**config.mk**
```make
export PLATFORM = sky130hd
export DESIGN_NAME = cpu_seq_4bit
export DESIGN_NICKNAME = d
export VERILOG_FILES = /design/src/rtl/cpu4_pkg.sv /design/src/rtl/cpu_seq_4bit_regfile.sv /design/src/rtl/cpu_seq_4bit.sv
export SDC_FILE = /design/constraint.sdc
export NUM_CORES = 1
export LEC_CHECK = 0
export CORE_MARGIN = 2
export CORE_UTILIZATION = 35
export DETAILED_ROUTE_END_ITERATION = 6
export DONT_BUFFER_PORTS = 1
export HOLD_SLACK_MARGIN = 0.06
export SLEW_MARGIN = 20
export SYNTH_ARGS = -nofsm -noshare
export SYNTH_HDL_FRONTEND = slang
export SYNTH_SLANG_ARGS = --single-unit
export TNS_END_PERCENT = 50
```
**constraint.sdc**
```tcl
create_clock -name clk -period 1.7 [get_ports clk]
set_input_delay 0.255 -clock clk [delete_from_list [all_inputs] [get_ports clk]]
set_output_delay 0.255 -clock clk [all_outputs]
set_load 0.05 [all_outputs]
```
**src/rtl/cpu4_pkg.sv**
```systemverilog
// Shared definitions for the 4-bit processor sequencer: FSM states,
// instruction classes, ALU opcodes and instruction field positions.
package cpu4_pkg;

    typedef enum logic [2:0] {
        ST_IDLE,
        ST_FETCH,
        ST_DECODE,
        ST_EXEC,
        ST_WB,
        ST_HALT
    } state_e;

    // Instruction class, ir[7:6]
    localparam logic [1:0] CLS_ALU  = 2'b00;
    localparam logic [1:0] CLS_LDI  = 2'b01;
    localparam logic [1:0] CLS_JNZ  = 2'b10;
    localparam logic [1:0] CLS_HALT = 2'b11;

    // ALU opcodes driven on alu_op
    localparam logic [1:0] OP_ADD = 2'b00;
    localparam logic [1:0] OP_SUB = 2'b01;
    localparam logic [1:0] OP_AND = 2'b10;
    localparam logic [1:0] OP_NOT = 2'b11;

    // Field LSB positions inside the 8-bit instruction word
    localparam int unsigned CLS_LSB     = 6;  // class, 2 bits
    localparam int unsigned ALU_OP_LSB  = 4;  // ALU op, 2 bits
    localparam int unsigned ALU_RD_LSB  = 2;  // ALU destination, 2 bits
    localparam int unsigned ALU_RS_LSB  = 0;  // ALU source, 2 bits
    localparam int unsigned REG_HI_LSB  = 4;  // LDI rd / JNZ rs, 2 bits
    localparam int unsigned IMM_LSB     = 0;  // LDI imm / JNZ target, 4 bits

    function automatic logic [1:0] ir_class(input logic [7:0] ir);
        return ir[CLS_LSB +: 2];
    endfunction

endpackage

```
**src/rtl/cpu_seq_4bit_regfile.sv**
```systemverilog
// 4x4-bit register file: one synchronous write port, asynchronous clear,
// combinational reads for the operand pair and for the debug port.
module regfile_4x4
    import cpu4_pkg::*;
(
    input  logic       clk_i,
    input  logic       rst_i,
    input  logic       we_i,
    input  logic [1:0] waddr_i,
    input  logic [3:0] wdata_i,
    input  logic [1:0] ra_addr_i,
    output logic [3:0] ra_data_o,
    input  logic [1:0] rb_addr_i,
    output logic [3:0] rb_data_o,
    input  logic [1:0] dbg_addr_i,
    output logic [3:0] dbg_data_o
);

    logic [3:0] mem_q [4];

    // Register storage: cleared by reset, written on the enabled edge
    always_ff @(posedge clk_i or posedge rst_i) begin
        if (rst_i) begin
            for (int unsigned i = 0; i < 4; i++) begin
                mem_q[i] <= '0;
            end
        end else if (we_i) begin
            mem_q[waddr_i] <= wdata_i;
        end
    end

    assign ra_data_o  = mem_q[ra_addr_i];
    assign rb_data_o  = mem_q[rb_addr_i];
    assign dbg_data_o = mem_q[dbg_addr_i];

endmodule

```
**src/rtl/cpu_seq_4bit.sv**
```systemverilog
// Multi-cycle fetch/decode/execute/writeback sequencer for the 4-bit
// processor. Drives the external combinational ALU and instruction ROM.
module cpu_seq_4bit
    import cpu4_pkg::*;
(
    input  logic       clk,
    input  logic       rst,
    input  logic       start,
    output logic [3:0] imem_addr,
    input  logic [7:0] imem_data,
    output logic [3:0] alu_a,
    output logic [3:0] alu_b,
    output logic [1:0] alu_op,
    input  logic [3:0] alu_result,
    output logic       busy,
    output logic       halted,
    output logic       zero,
    input  logic [1:0] dbg_sel,
    output logic [3:0] dbg_data
);

    state_e     state_q, state_d;
    logic [3:0] pc_q, pc_d;
    logic [7:0] ir_q, ir_d;
    logic [3:0] res_q, res_d;
    logic       zero_q, zero_d;
    logic [3:0] alu_a_q, alu_a_d;
    logic [3:0] alu_b_q, alu_b_d;
    logic [1:0] alu_op_q, alu_op_d;

    logic       rf_we;
    logic [1:0] rf_waddr;
    logic [1:0] opb_sel;
    logic [3:0] opa_data, opb_data;
    logic [1:0] cls;

    assign cls = ir_class(ir_q);

    // Operand B doubles as the JNZ test register, whose field sits in [5:4]
    assign opb_sel = (cls == CLS_JNZ) ? ir_q[REG_HI_LSB +: 2] : ir_q[ALU_RS_LSB +: 2];

    regfile_4x4 u_rf (
        .clk_i      (clk),
        .rst_i      (rst),
        .we_i       (rf_we),
        .waddr_i    (rf_waddr),
        .wdata_i    (res_q),
        .ra_addr_i  (ir_q[ALU_RD_LSB +: 2]),
        .ra_data_o  (opa_data),
        .rb_addr_i  (opb_sel),
        .rb_data_o  (opb_data),
        .dbg_addr_i (dbg_sel),
        .dbg_data_o (dbg_data)
    );

    // State and datapath registers
    always_ff @(posedge clk or posedge rst) begin
        if (rst) begin
            state_q  <= ST_IDLE;
            pc_q     <= '0;
            ir_q     <= '0;
            res_q    <= '0;
            zero_q   <= 1'b0;
            alu_a_q  <= '0;
            alu_b_q  <= '0;
            alu_op_q <= '0;
        end else begin
            state_q  <= state_d;
            pc_q     <= pc_d;
            ir_q     <= ir_d;
            res_q    <= res_d;
            zero_q   <= zero_d;
            alu_a_q  <= alu_a_d;
            alu_b_q  <= alu_b_d;
            alu_op_q <= alu_op_d;
        end
    end

    // Next-state, datapath update and register-file write control
    always_comb begin
        state_d  = state_q;
        pc_d     = pc_q;
        ir_d     = ir_q;
        res_d    = res_q;
        zero_d   = zero_q;
        alu_a_d  = alu_a_q;
        alu_b_d  = alu_b_q;
        alu_op_d = alu_op_q;
        rf_we    = 1'b0;
        rf_waddr = ir_q[ALU_RD_LSB +: 2];

        unique case (state_q)
            ST_IDLE, ST_HALT: begin
                if (start) begin
                    pc_d    = '0;
                    state_d = ST_FETCH;
                end
            end
            ST_FETCH: begin
                ir_d    = imem_data;
                state_d = ST_DECODE;
            end
            ST_DECODE: begin
                if (cls == CLS_HALT) begin
                    state_d = ST_HALT;
                end else begin
                    if (cls == CLS_ALU) begin
                        alu_a_d  = opa_data;
                        alu_b_d  = opb_data;
                        alu_op_d = ir_q[ALU_OP_LSB +: 2];
                    end
                    state_d = ST_EXEC;
                end
            end
            ST_EXEC: begin
                if (cls == CLS_ALU) begin
                    res_d = alu_result;
                end else if (cls == CLS_LDI) begin
                    res_d = ir_q[IMM_LSB +: 4];
                end else begin
                    res_d = opb_data;
                end
                state_d = ST_WB;
            end
            ST_WB: begin
                if (cls == CLS_JNZ) begin
                    pc_d = (res_q != '0) ? ir_q[IMM_LSB +: 4] : pc_q + 4'd1;
                end else begin
                    rf_we    = 1'b1;
                    rf_waddr = (cls == CLS_ALU) ? ir_q[ALU_RD_LSB +: 2] : ir_q[REG_HI_LSB +: 2];
                    zero_d   = (res_q == '0);
                    pc_d     = pc_q + 4'd1;
                end
                state_d = ST_FETCH;
            end
            default: state_d = ST_IDLE;
        endcase
    end

    assign imem_addr = pc_q;
    assign alu_a     = alu_a_q;
    assign alu_b     = alu_b_q;
    assign alu_op    = alu_op_q;
    assign zero      = zero_q;
    assign busy      = (state_q == ST_FETCH) || (state_q == ST_DECODE) ||
                       (state_q == ST_EXEC)  || (state_q == ST_WB);
    assign halted    = (state_q == ST_HALT);

endmodule

```
==> reports/metrics.yaml, run 1 <==
route:
  vias: 1578
  wl_per_cell_microns: 18.04
  routed_wl_microns: 5322
  drtIter0Drc: 54
  drt-vias-per-instance: 5.349
  ant_nets: 0
  dr.pass1.iters: 4
  drc_errors: 0
yosys:
  synth_top_area_cell: "dfrtp_1"
  ys_seq_elements: 46
  async_reset_ff_frac: 1.000
  synth_edf_count: 0
  synth_warnings: 0
  syn_avg_cell_area_sq_um: 12.74
  synth_flop_cell: "dfrtp_1"
  netlist_instances: 188
  yosysUniqueCellTypes: 30
  ys_top_cells_by_count: "dfrtp_1 (46), mux2_2 (32), mux2i_1 (17)"
  synth.most_common_cell: "dfrtp_1"
  synth.top_cell.area_share: 0.4807
  synthTopCellsByArea: "dfrtp_1 (48%), mux2_2 (15%), mux4_2 (7.5%)"
  synth_area_sq_mm: 0.002395
  syn_nets: 206
  ys_seq_area_frac: 0.4807
worst_setup_path:
  endpoint: "u_rf.mem_q[15]"
  crit_type: "flop to flop"
  rrSetupSlack_ns: 0.002
  reg2reg_from: "state_q[1]"
  end_kind: "flop"
  cp_max_fo: 4
  reg2reg_depth: 5
  start_kind: "flop"
  cp_data_arrival_time_ns: 1.90
  crit_start: "state_q[1]"
  required_ns: 1.90
  timing.rr.end: "u_rf.mem_q[15]"
global_routing:
  antenna_found_initial: 0
  grt_use_met1: 0.2152
  grt_overflow: 0
  first_global_vias: 1600
  use_met3: 0.04190
  grt_max_degree: 27
  track_usage: 0.1523
  grt_pass1_wl_microns: 8611
  grt_use_met2: 0.2224
  top_usage_layer: "met2"
clock_tree:
  clockBufferDepth: 2
  clockRootBuffer: "clkbuf_8"
  clk_pin_slew_ns: 0.09
  post_cts_buffers: 0
  htree_levels: 2
  clock-sinks: 46
  worstSkewPairLatency_ns: 0.31
  cts_tree: "built"
  numCtsBuffers: 5
power:
  power_density_mw_per_mm2: 2036
  irDropWorstVdd_v: 0.0008978
  p_leak_nw: 1.268
sta:
  layout_setup_ws_ns: 0.002469
  setup_viol: 0
  maxSlewHeadroom: 0.6518
  fmax_ghz: 0.5891
  finalCritPeriodShare: 0.9985
  whs_ns: 0.07206
  period_needed_ns: 1.698
  hold_violations: 0
  rsz0062_at_grt: "yes"
  skew_ns: 0.009433
  slew_viol_final: 0
  worstMarginPinSlew_ns: 0.5222
finish:
  syn2layout_area_growth_pct: 18.08
  drive_gt1_frac: 0.4093
  nets: 232
  fin_area_sq_mm: 0.002828
  layout.cells.non_filler: 295
  antennaDiodeCount: 0
floorplanning:
  die_y_microns: 86.72
  dieArea_sq_mm: 0.007520
  die_w_microns: 86.72
  initial_core_util: 0.3564
  coreArea_sq_mm: 0.006719
  rows: 30
  pin_count: 38
place:
  pre_cts_ws_ns: -0.01904
  gp_congestion: 0.7347
  dp_cells: 285
  placed_cell_area_sq_mm: 0.002688
  dpl.hpwl_microns: 3951
  io_buffers: 0
run:
  cap_violations: 0
outcome:
  status: "finished clean"
worst_hold_path:
  hp-class: "primary input to flop"
layout by cell type, fill, tap and decap left out, types with 4 or more instances in the layout:
| master | synthesis | final |
|---|---|---|
| clkbuf_8 | 0 | 5 |
| buf_4 | 0 | 22 |
| a31o_1 | 4 | 4 |
| mux2_2 | 32 | 32 |
| nand2_1 | 13 | 11 |
| dfrtp_1 | 46 | 46 |
| o31ai_1 | 5 | 5 |
| o21ai_0 | 7 | 7 |
| inv_1 | 5 | 4 |
| a21oi_1 | 6 | 6 |
| nor2_1 | 8 | 7 |
| mux2i_1 | 17 | 17 |
| mux4_2 | 8 | 8 |
flip-flops by register name, indices dropped and copies added (netlist names):
signal,flops
alu_op,2
state_q,3
imem_addr,4
u_rf.mem_q,16
alu_a,4
alu_b,4
zero,1
ir_q,8
res_q,4
cell type report:
cell class              count  area [sq um]
flip-flops and latches     46          1151
multi-input cells         128          1209
inverters                   5         18.77
repair buffers             28         256.5
clock buffers               5         68.82
clock inverters             3         23.77
fillers                   614          3891
well taps                  80         100.1
per-stage QoR:
stage	TNS, ns	power (mW)	util
global placement	-0.02017	4.990	0.4000
floorplan	-0.2794	4.196	-
detailed placement	-0.07461	5.038	0.4000
CTS	-0.06372	5.763	0.4168
global route	-1.029	6.121	0.4209
finish	0	5.758	0.4209
where the power goes:
part | internal, mW | total, mW | switching (mW)
clock network | 0.294 | 0.704 | 0.410
registers | 1.52 | 2.39 | 0.872
logic | 1.34 | 2.66 | 1.32
routing by layer:
| metal | up-vias | wire length (microns) |
|---|---|---|
| met2 | 33 | 2440 |
| met4 | 0 | 82 |
| met1 | 797 | 2553 |
| met5 | - | 0 |
| li1 | 743 | - |
| met3 | 5 | 246 |
kinds of logic (layout without fill, tap and decap cells):
| group | count (synthesis) | count (layout) | synth area share |
|---|---|---|---|
| flip-flops | 46 | 46 | 0.4807 |
| multiplexers | 62 | 62 | 0.3271 |
| adder cells (fa/ha/maj) | 2 | 2 | 0.009404 |
| AO/OA/AOI/OAI | 24 | 24 | 0.06426 |
| XOR/XNOR | 1 | 1 | 0.003658 |
| AND/OR/NAND/NOR | 39 | 39 | 0.09039 |
| buffers and inverters | 14 | 41 | 0.02455 |
worst min path at each step:
stage	startpoint	end	slack, ns	depth (start not counted)
floorplan	start	state_q[2]	0.36	1
CTS	imem_data[5]	ir_q[5]	0.06	2
finish	imem_data[5]	ir_q[5]	0.07	2
detailed placement	rst	state_q[2]	0.21	1
global placement	rst	state_q[0]	0.20	1
global route	imem_data[1]	ir_q[1]	0.08	1
critical path, stage by stage, from the launching register on:
cell and delay, ns:
dfrtp_1 0.40, nor3b_2 0.20, nand2_1 0.10, mux2i_2 0.36, nand2_2 0.18, mux2_1 0.34
timing repair:
action / in CTS / in global routing
gates resized for setup: 0 / 8
pin swaps: 0 / 1
hold buffers: 2 / 0
cloned: 0 / 0
endpoints found under the hold margin: 21 / 0
setup endpoints to repair: 4 / 23
Power figures use the tool's default switching activity.
==> inputs of run 2 (changes only) <==
--- a/config.mk
+++ b/config.mk
@@ -9,6 +9,7 @@
 export CORE_UTILIZATION = 35
 export DETAILED_ROUTE_END_ITERATION = 6
 export DONT_BUFFER_PORTS = 1
+export GPL_TIMING_DRIVEN = 0
 export HOLD_SLACK_MARGIN = 0.06
 export SLEW_MARGIN = 20
 export SYNTH_ARGS = -nofsm -noshare
==> constraint.sdc (replaced) <==
create_clock -name clk -period 1.9 [get_ports clk]
set_input_delay 0.285 -clock clk [delete_from_list [all_inputs] [get_ports clk]]
set_output_delay 0.285 -clock clk [all_outputs]
set_load 0.05 [all_outputs]
==> run 2 against run 1 <==
  * Worst setup slack better by 0.055 ns
  * Clock-buffer cell count is 1 higher
  * Clock power is 29% higher
  * Power is 6.7% lower
  * Critical path depth is 1 higher
  * Wire length is 0.26% higher
  * Largest cell class unchanged
  * Clock skew is 0.0056 ns lower
  * Critical path type unchanged
  * Combinational power is 18% lower
  * Sequential power is 5% lower
  * Die area stayed put
==> reports/metrics.yaml, run 2 (synthesized netlist as in run 1, its figures left out) <==
finish:
  largestRegisters: "u_rf.mem_q: 16 flops, ir_q: 8 flops"  # unchanged
  nets: 221  # was 232
  final_cell_mix: "dfrtp_1 (43), mux2_2 (30), mux2i_1 (14)"  # was dfrtp_1 (46), mux2_2 (32), buf_4 (22)
  antennaDiodeCount: 0  # unchanged
  fin_area_sq_mm: 0.002831  # was 0.002828 sq mm
  drive_gt1_frac: 0.4020  # was 0.4093
  final_core_util: 0.4214  # was 0.4209
  largest_reg_flops: 16  # unchanged
  syn2layout_area_growth_pct: 18.23  # was 18.08%
  largest-register: "u_rf.mem_q"  # unchanged
  final_common_cell: "dfrtp_1"  # unchanged
floorplanning:
  rows: 30  # unchanged
  initial_core_util: 0.3564  # unchanged
  pin_count: 38  # unchanged
  die_y_microns: 86.72  # unchanged
  dieArea_sq_mm: 0.007520  # unchanged
  die_w_microns: 86.72  # unchanged
  coreArea_sq_mm: 0.006719  # unchanged
clock_tree:
  clockBufferDepth: 2  # unchanged
  htree_levels: 2  # unchanged
  clk_pin_slew_ns: 0.09  # about the same
  numCtsBuffers: 5  # unchanged
  clockRootBuffer: "clkbuf_8"  # unchanged
  worstSkewPairLatency_ns: 0.31  # about the same
  cts_tree: "built"  # unchanged
  clock-sinks: 46  # unchanged
sta:
  period_needed_ns: 1.843  # was 1.698 ns
  rsz0062_at_grt: "yes"  # unchanged
  finalCritPeriodShare: 0.9700  # was 0.9985
  fmax_ghz: 0.5426  # was 0.5891 GHz
  worstMarginPinSlew_ns: 0.7524  # was 0.5222 ns
  setup_viol: 0  # unchanged
  maxSlewHeadroom: 0.4966  # was 0.6518
  hold_violations: 0  # unchanged
  slew_viol_final: 0  # unchanged
  skew_ns: 0.003861  # was 0.009433 ns
route:
  drt-vias-per-instance: 5.437  # was 5.349
  drc_errors: 0  # unchanged
  wl_per_cell_microns: 18.79  # was 18.04 microns
  routed_wl_microns: 5336  # was 5322 microns
  drtIter0Drc: 77  # was 54
  ant_nets: 0  # unchanged
  dr.pass1.iters: 4  # unchanged
  vias: 1544  # was 1578
global_routing:
  grt_max_degree: 27  # unchanged
  antenna_found_initial: 0  # unchanged
  track_usage: 0.1490  # was 0.1523
  grt_pass1_wl_microns: 8362  # was 8611 microns
  first_global_vias: 1557  # was 1600
  grt_overflow: 0  # unchanged
worst_hold_path:
  hp-class: "primary input to flop"  # unchanged
power:
  power_density_mw_per_mm2: 1898  # was 2036 mW/mm^2
  p_leak_nw: 1.241  # was 1.268 nW
  irDropWorstVdd_v: 0.001031  # was 0.0008978 V
worst_setup_path:
  crit_type: "flop to flop"  # unchanged
  end_kind: "flop"  # unchanged
  start_kind: "flop"  # unchanged
  cp_data_arrival_time_ns: 2.04  # was 1.90 ns
  required_ns: 2.10  # was 1.90 ns
  cp_max_fo: 5  # was 4
place:
  placed_cell_area_sq_mm: 0.002515  # was 0.002688 sq mm
  dpl.hpwl_microns: 3741  # was 3951 microns
  io_buffers: 0  # unchanged
  gp_congestion: 0.7870  # was 0.7347
run:
  cap_violations: 0  # unchanged
outcome:
  status: "finished clean"  # unchanged
==> run 2: changes by cell type in the layout (fill, tap and decap cells not counted), moves of 2 or more <==
cell | before | now
mux2i_2 | 2 | 4
mux2_2 | 32 | 30
bufinv_16 | 0 | 2
mux2i_1 | 17 | 14
dfrtp_2 | 0 | 3
dfrtp_1 | 46 | 43
mux2_4 | 0 | 2
nand2b_1 | 3 | 5
buf_4 | 22 | 8
clkinvlp_4 | 2 | 0
==> run 2: metal layers <==
metal | up-vias | GRT usage | routed length [microns]
met3 | 5 | 0.04476 | 267
met4 | 0 | 0.05398 | 76
li1 | 719 | - | -
met1 | 788 | 0.2007 | 2420
met5 | - | 0 | 0
met2 | 32 | 0.2280 | 2572
==> run 2: critical path: stages, from the launching register on <==
cell and delay (ns):
dfrtp_2 0.47, nor3b_4 0.23, nand2_2 0.11, mux2i_4 0.23
nor3_4 0.22, buf_6 0.14, mux2_2 0.32
==> run 2: report_power, final <==
part | switching [mW] | internal, mW
logic | 1.08 | 1.11
registers | 0.917 | 1.36
clock network | 0.346 | 0.561
total | 2.35 | 3.03
==> run 2: worst paths after layout <==
| kind | startpoint | to | slack (ns) | cells past startpoint |
|---|---|---|---|---|
| worst min register to register | state_q[2] | state_q[1] | 0.56 | 2 |
| worst max register to register | state_q[0] | u_rf.mem_q[10] | 0.06 | 6 |
| worst max-delay path | state_q[0] | u_rf.mem_q[10] | 0.06 | 6 |
| min in group asynchronous | rst | state_q[2] | 0.45 | 2 |
| max in group asynchronous | rst | ir_q[7] | 0.95 | 3 |
| worst min-delay path | start | state_q[2] | 0.08 | 1 |
==> run 2: area by class of cell <==
| class | count | area, sq um |
|---|---|---|
| inverter | 5 | 18.77 |
| clock buffer | 6 | 82.58 |
| buffer | 5 | 35.03 |
| clock inverter | 2 | 60.06 |
| multi-input combinational | 128 | 1246 |
| timing repair buffer | 12 | 133.9 |
| fill | 626 | 3887 |
| sequential | 46 | 1155 |
| tap | 80 | 100.1 |
==> run 2: through the flow <==
stage / hold slack (ns) / total power, mW / setup WS (ns) / setup TNS, ns / instances
floorplan: 0.3950 / 3.736 / 0.1454 / 0 / 188
global placement: 0.4014 / 4.128 / -0.1095 / -5.136 / 268
detailed placement: 0.2242 / 4.170 / -0.1067 / -1.453 / 269
CTS: 0.07587 / 5.212 / 0.01163 / 0 / 278
global route: 0.07966 / 5.674 / -0.02896 / -0.1135 / 284
finish: 0.08169 / 5.374 / 0.05698 / 0 / 284
==> run 2: timing repair <==
action	in CTS	in global routing
buffers inserted	3	7
hold buffers	1	0
resized for setup	7	15
hold endpoints to repair	20	0
pin swaps	3	2
endpoints found under the setup margin	32	30
